[config.mk]
export PLATFORM = sky130hd
export DESIGN_NAME = regfile_wb_sched
export DESIGN_NICKNAME = d
export VERILOG_FILES = /design/src/rtl/regfile_wb_sched.sv
export SDC_FILE = /design/constraint.sdc
export NUM_CORES = 1
export LEC_CHECK = 0
export BUFFER_PORTS_ARGS = -buffer_cell sky130_fd_sc_hd__buf_2
export CORE_AREA = 2 2 110 112
export DETAILED_ROUTE_END_ITERATION = 16
export DIE_AREA = 0 0 112 114
export HOLD_SLACK_MARGIN = 0.03
export PLACE_DENSITY_LB_ADDON = 0.3
export RECOVER_POWER = 25
export SYNTH_ARGS = -nofsm -noshare
export SYNTH_HDL_FRONTEND = slang
export SYNTH_SLANG_ARGS = --single-unit
[constraint.sdc]
create_clock -name clk -period 2.98 [get_ports clk]
set_input_delay 0.596 -clock clk [delete_from_list [all_inputs] [get_ports clk]]
set_output_delay 0.596 -clock clk [all_outputs]
set_load 0.01 [all_outputs]
[src/rtl/regfile_wb_sched.sv]
// rtl/regfile_wb_sched.sv - round-robin write-back arbiter and RAW/WAW scoreboard for the register file
module regfile_wb_sched #(
  parameter int XLEN  = 32,
  parameter int NREGS = 32,
  parameter int IDX_W = 5
) (
  input  logic                 clk,
  input  logic                 reset,
  input  logic [2:0]           wb_valid,
  input  logic [3*IDX_W-1:0]   wb_rd,
  input  logic [3*XLEN-1:0]    wb_data,
  output logic [2:0]           wb_ready,
  input  logic                 issue_valid,
  input  logic [IDX_W-1:0]     issue_rd,
  input  logic [IDX_W-1:0]     rs1,
  input  logic [IDX_W-1:0]     rs2,
  output logic                 hazard_stall,
  output logic                 RegWrite,
  output logic [IDX_W-1:0]     write_reg,
  output logic [XLEN-1:0]      write_data
);

  logic [1:0]       ptr_q, ptr_d;
  logic [NREGS-1:0] pending_q, pending_d;
  logic             regwrite_q, regwrite_d;
  logic [IDX_W-1:0] write_reg_q, write_reg_d;
  logic [XLEN-1:0]  write_data_q, write_data_d;

  logic [2:0]       rot_valid, rot_grant, grant;
  logic [IDX_W-1:0] sel_rd;
  logic [XLEN-1:0]  sel_data;
  logic             xfer;
  logic             issue_fire;

  // Rotate so bit 0 is the requester the pointer favours, pick the first, rotate back.
  always_comb begin
    case (ptr_q)
      2'd1:    rot_valid = {wb_valid[0], wb_valid[2:1]};
      2'd2:    rot_valid = {wb_valid[1:0], wb_valid[2]};
      default: rot_valid = wb_valid;
    endcase
    if (rot_valid[0])      rot_grant = 3'b001;
    else if (rot_valid[1]) rot_grant = 3'b010;
    else if (rot_valid[2]) rot_grant = 3'b100;
    else                   rot_grant = 3'b000;
    case (ptr_q)
      2'd1:    grant = {rot_grant[1:0], rot_grant[2]};
      2'd2:    grant = {rot_grant[0], rot_grant[2:1]};
      default: grant = rot_grant;
    endcase
  end

  always_comb begin
    sel_rd   = wb_rd[IDX_W-1:0];
    sel_data = wb_data[XLEN-1:0];
    if (grant[1]) begin
      sel_rd   = wb_rd[2*IDX_W-1:IDX_W];
      sel_data = wb_data[2*XLEN-1:XLEN];
    end
    if (grant[2]) begin
      sel_rd   = wb_rd[3*IDX_W-1:2*IDX_W];
      sel_data = wb_data[3*XLEN-1:2*XLEN];
    end
  end

  assign xfer         = |grant;
  assign wb_ready     = grant;
  assign hazard_stall = pending_q[rs1] | pending_q[rs2] | pending_q[issue_rd];
  assign issue_fire   = issue_valid && !hazard_stall && (issue_rd != '0);

  always_comb begin
    ptr_d        = ptr_q;
    pending_d    = pending_q;
    regwrite_d   = 1'b0;
    write_reg_d  = write_reg_q;
    write_data_d = write_data_q;
    if (xfer) begin
      if (grant[0])      ptr_d = 2'd1;
      else if (grant[1]) ptr_d = 2'd2;
      else               ptr_d = 2'd0;
      pending_d[sel_rd] = 1'b0;
      if (sel_rd != '0) begin
        regwrite_d   = 1'b1;
        write_reg_d  = sel_rd;
        write_data_d = sel_data;
      end
    end
    // Issue applied after the clear so a same-index set survives.
    if (issue_fire) pending_d[issue_rd] = 1'b1;
    pending_d[0] = 1'b0;
  end

  always_ff @(posedge clk) begin
    if (reset) begin
      ptr_q        <= 2'd0;
      pending_q    <= '0;
      regwrite_q   <= 1'b0;
      write_reg_q  <= '0;
      write_data_q <= '0;
    end else begin
      ptr_q        <= ptr_d;
      pending_q    <= pending_d;
      regwrite_q   <= regwrite_d;
      write_reg_q  <= write_reg_d;
      write_data_q <= write_data_d;
    end
  end

  assign RegWrite   = regwrite_q;
  assign write_reg  = write_reg_q;
  assign write_data = write_data_q;

endmodule

## Word level (Yosys, flattened, before mapping)

Index checks and enable logic that the tools add are counted.

- Bits in registers: 72
- Input port bits: 132

- $lt $le $gt $ge: 6
- Equal/unequal tests: 2
- Muxes and demuxes: 24
- Bitwise operators: 6
- Reductions and logical operators: 10

Operators with widths:

| cell | number |
|---|---|
| 32-bit 2-to-1 mux | 4 |
| 32-bit AND | 1 |
| 32-bit inverter | 1 |
| 32-bit bitwise OR | 1 |
| 5-bit by 6-bit < comparator with 1-bit output (second input constant) | 4 |
| 1-bit binary-select mux with 5-bit select | 3 |
| 3-bit case mux with 2 select lines | 2 |
| 1-bit demux with 5-bit select | 2 |
| 5-bit by 1-bit >= comparator with 1-bit output (second input constant) | 2 |
| 5-bit 2-to-1 mux | 2 |
| 5-bit nonzero test | 2 |
| 3-bit 2-to-1 mux | 3 |
| 1-bit 2-to-1 mux | 6 |
| 1-bit logical AND | 4 |
| 2-bit 2-to-1 mux | 2 |
| 3-bit OR reduction | 1 |
| 2-bit by 1-bit equality test with 1-bit output (second input constant) | 1 |
| 2-bit equality test (second input constant) | 1 |
| 1-bit bitwise OR | 2 |
| 2-bit AND reduction | 1 |
| 2-bit OR reduction | 1 |
| 1-bit logical NOT | 1 |
| 1-bit inverter | 1 |

## Depth between registers and ports, before layout

- Depth in word-level cells: 17
- Mapped depth: 14
- Gate-level depth less buffers: 10

## Least setup slack after synthesis

OpenSTA, ideal clock, no wires.

- Path kind: in2out
- Start: input port rs1[2]
- End: output port hazard_stall
- Arrival time: 2.601 ns
- Data required time: 2.384 ns
- Path slack: -0.217 ns
- Cell stages on the path: 8
- Buffers on the path: 2
- Cell sequence: clkbuf_1 -> mux2_2 -> nand2_1 -> o21ai_0 -> mux4_2 -> mux2_2 -> clkbuf_1 -> or2_2

- Longest elaborated chain between the ends: 4

Ends and longest elaborated chain:

| element | RTL line | source |
|---|---|---|
| from (decl) | 15 | `input logic [IDX_W-1:0] rs1,` |
| 1-bit binary-select mux with 5-bit select | 68 | `assign hazard_stall = pending_q[rs1] \| pending_q[rs2] \| pending_q[issue_rd];` |
| 1-bit 2-to-1 mux (implied by the code) | 68 |  |
| 1-bit bitwise OR (2 in series) | 68 |  |
| to (decl) | 17 | `output logic hazard_stall,` |

Every way passes these cells. The select of a mux whose other input is x is not followed.

## Final worst setup path

- Start: input port rs1[0]
- End: output port hazard_stall

Same word-level chain as after synthesis.

==> run_results.csv <==
group,metric,value,unit
outcome,outcome,"complete, no violations",
place,io_buffers,173,
layout,largest_register_ffs,32,
pwr,p_per_area,584,nW/um^2
clock_network,clockBufferDepth,2,
pwr,pwr-share-clk,33.4,%
logic_synthesis,netlist_area,5350,sq um
worst_setup_path,worstSetupPathType,"primary input to primary output",
pwr,totalPowerFinal,0.00403,W
sta,finalSetupViolCount,0,
logic_synthesis,avgSynthCellArea,8.75,sq um
worst_hold_path,hold-path-endpoint,"write_reg[2]",
pwr,leakage,2.61,nW
layout,utilization,58.9,%
logic_synthesis,ys_seq_area_share,26.6,%
detailed_routing,antenna_left,0,
pwr,ir_drop,0.333,mV
sta,rsz0062_at_grt,"yes",
worst_setup_path,reg2regPathDepth,10,
place,place.detailed.hpwl,12.7,mm
sta,hold_violations,0,
layout,nets,893,
clock_network,cts_made_buffers,9,
detailed_routing,num_vias,5994,
logic_synthesis,ys.flop_type,"dfxtp_1",
layout,diodes,0,
grt,grt_pass1_wl,29.2,mm
logic_synthesis,ys_warn_count,0,
worst_setup_path,arrival,2330,ps
detailed_routing,route.detailed.drc,0,
die,ios,174,
logic_synthesis,synth_edf_count,0,
logic_synthesis,synth_top_area_share,26.6,%
pwr,switchingPower,0.00142,W
logic_synthesis,synth_top_cells_by_area,"dfxtp_1, mux4_2, mux2i_1",
worst_setup_path,worst-path-max-fanout,5,
clock_network,cts_hold_buf,0,
worst_setup_path,crit_required,2380,ps
place,place_ws,-169,ps
worst_setup_path,r2r-start,"ptr_q[0]",
detailed_routing,routed_wl,18.2,mm
grt,track_usage,27.7,%
clock_network,cts.htree.levels,3,
die,die_h,114,um
sta,tightest_slew,1350,ps
die,die_width,112,um
layout,fin_cells,911,
place,dp.cells,893,
logic_synthesis,synth_seq_cells,71,
clock_network,clock_latency,330,ps
grt,antenna_found_initial,0,
logic_synthesis,synth_top_area_cell,"dfxtp_1",
clock_network,root_buffer,"clkbuf_16",
sta,slew_violations,0,
clock_network,clk_pin_slew_worst_paths,60,ps
clock_network,cts_tree,"built",
sta,fmax,342,MHz
die,row_count,40,
logic_synthesis,synthTopCellsByCount,"dfxtp_1, clkbuf_1, nand2_1, nand3_1, o21ai_0",
logic_synthesis,synth_most_common_cell,"dfxtp_1",
worst_setup_path,startpoint_type,"primary input",
clock_network,clock_sinks,71,
grt,grt_pass1_vias,5792,
run,maxCapViolations,0,
logic_synthesis,synthDistinctLibCells,55,
detailed_routing,drt_iter0_drc,494,
detailed_routing,vias_per_cell,6.58,
grt,grt_overflow_total,0,
die,start_util,45.7,%
pwr,p_int,0.00261,W
layout,drive_above_1_share,32.5,%
pwr,switching_share,35.3,%
pwr,combPwrFrac,37.2,%
worst_setup_path,worstReg2RegEnd,"pending_q[15]",
pwr,seq_power_share,29.4,%
worst_setup_path,end_kind,"primary output",
layout,area_growth,29.0,%
sta,finalCriticalPeriod,2920,ps
die,dieArea,12800,sq um
place,routabilityCongestion,0.900,
sta,finalCritPeriodShare,98.0,%
worst_hold_path,min_path_cells,2,
die,core,11700,sq um
logic_synthesis,netlist_instances,611,
detailed_routing,firstDrtPassIters,7,
sta,max_slew_margin,9.94,%
worst_hold_path,hold_path.class,"register to register",
logic_synthesis,synthArstFlopShare,0,%
grt,grt_max_degree,64,
logic_synthesis,syn_nets,745,
worst_setup_path,r2r_slack,110,ps
sta,fin_ws,58.9,ps
worst_hold_path,hold_path.startpoint,"write_reg[2]",
sta,skew,13.1,ps
detailed_routing,detail_route.wl_per_cell,20.0,um
==> how the worst max path moves through the flow <==
stage | endpoint | from | depth (start not counted)
after floorplan | hazard_stall | rs1[0] | 6
after global placement | hazard_stall | rs1[0] | 6
after detailed placement | hazard_stall | issue_rd[0] | 7
after CTS | hazard_stall | rs1[0] | 6
after global routing | pending_q[26] | ptr_q[0] | 9
final | hazard_stall | rs1[0] | 6
==> power by group through the flow <==
stage	clock network (W)	logic, W	registers (W)
final	0.00135	0.00150	0.00119
after CTS	0.00135	0.00148	0.00118
after floorplan	0	0.000843	0.00125
after global routing	0.00139	0.00162	0.00120
after global placement	0	0.00142	0.00119
after detailed placement	0	0.00146	0.00120
==> through the flow <==
stage	TNS [ps]	cell area, sq um	hold WS, ps
after global placement	-129	6430	497
after global routing	-1.03	6900	558
after CTS	0	6840	527
after detailed placement	-1220	6430	515
final	0	6900	528
after floorplan	0	5380	470
==> layer usage <==
layer  share of wire, %  track usage [%]  vias up
li1                   -                -     2762
met1                 40             34.3     2902
met2                 50             48.7      303
met3                7.8             4.94       27
met4                2.0             9.76        0
met5                  0                0        -
==> worst max-delay path: stages <==
cell and delay, ps:
buf_12 100, mux4_2 490, mux4_2 470, mux2_4 280
or2_4 270, buf_6 120
==> what timing repair did <==
action | in CTS | in global routing
setup buffers | 0 | 1
gates resized for setup | 8 | 18
gates cloned | 0 | 1
pin swaps | 0 | 4
setup endpoints to repair | 28 | 64
==> kinds of logic (layout without fill, tap and decap cells) <==
kind of cell               after synthesis  count (layout)  synth area share (%)
AOI/OAI and AO/OA                      200             200                  28.7
and+or+nand+nor                        194             194                  19.3
buffers and inverters                   77             230                  6.15
DFF                                     71              71                  26.6
muxes                                   67              67                  18.7
adders and majority gates                2               2                 0.468
==> cell type report <==
type | instances | area (sq um)
clock inverter | 5 | 129
clock buffer | 11 | 243
fill | 1041 | 4810
timing repair buffer | 209 | 1220
tap | 147 | 184
multi-input combinational | 463 | 3690
sequential | 71 | 1420
inverter | 5 | 21.3
==> cells in the final DEF (no fill, tap or decap), types with 12 or more instances in the layout <==
cell type,netlist,layout
nor2_1,13,12
nand3_1,44,44
nor2b_1,37,37
mux2i_1,37,37
o211ai_1,34,34
o41ai_1,31,31
a32oi_1,32,32
buf_2,20,140
buf_4,1,29
mux4_2,26,26
nand4_1,32,32
o311ai_0,19,18
o21ai_0,39,39
nand2_1,44,43
clkbuf_1,48,29
dfxtp_1,71,71
No activity file was read; power rests on OpenSTA's default activity.
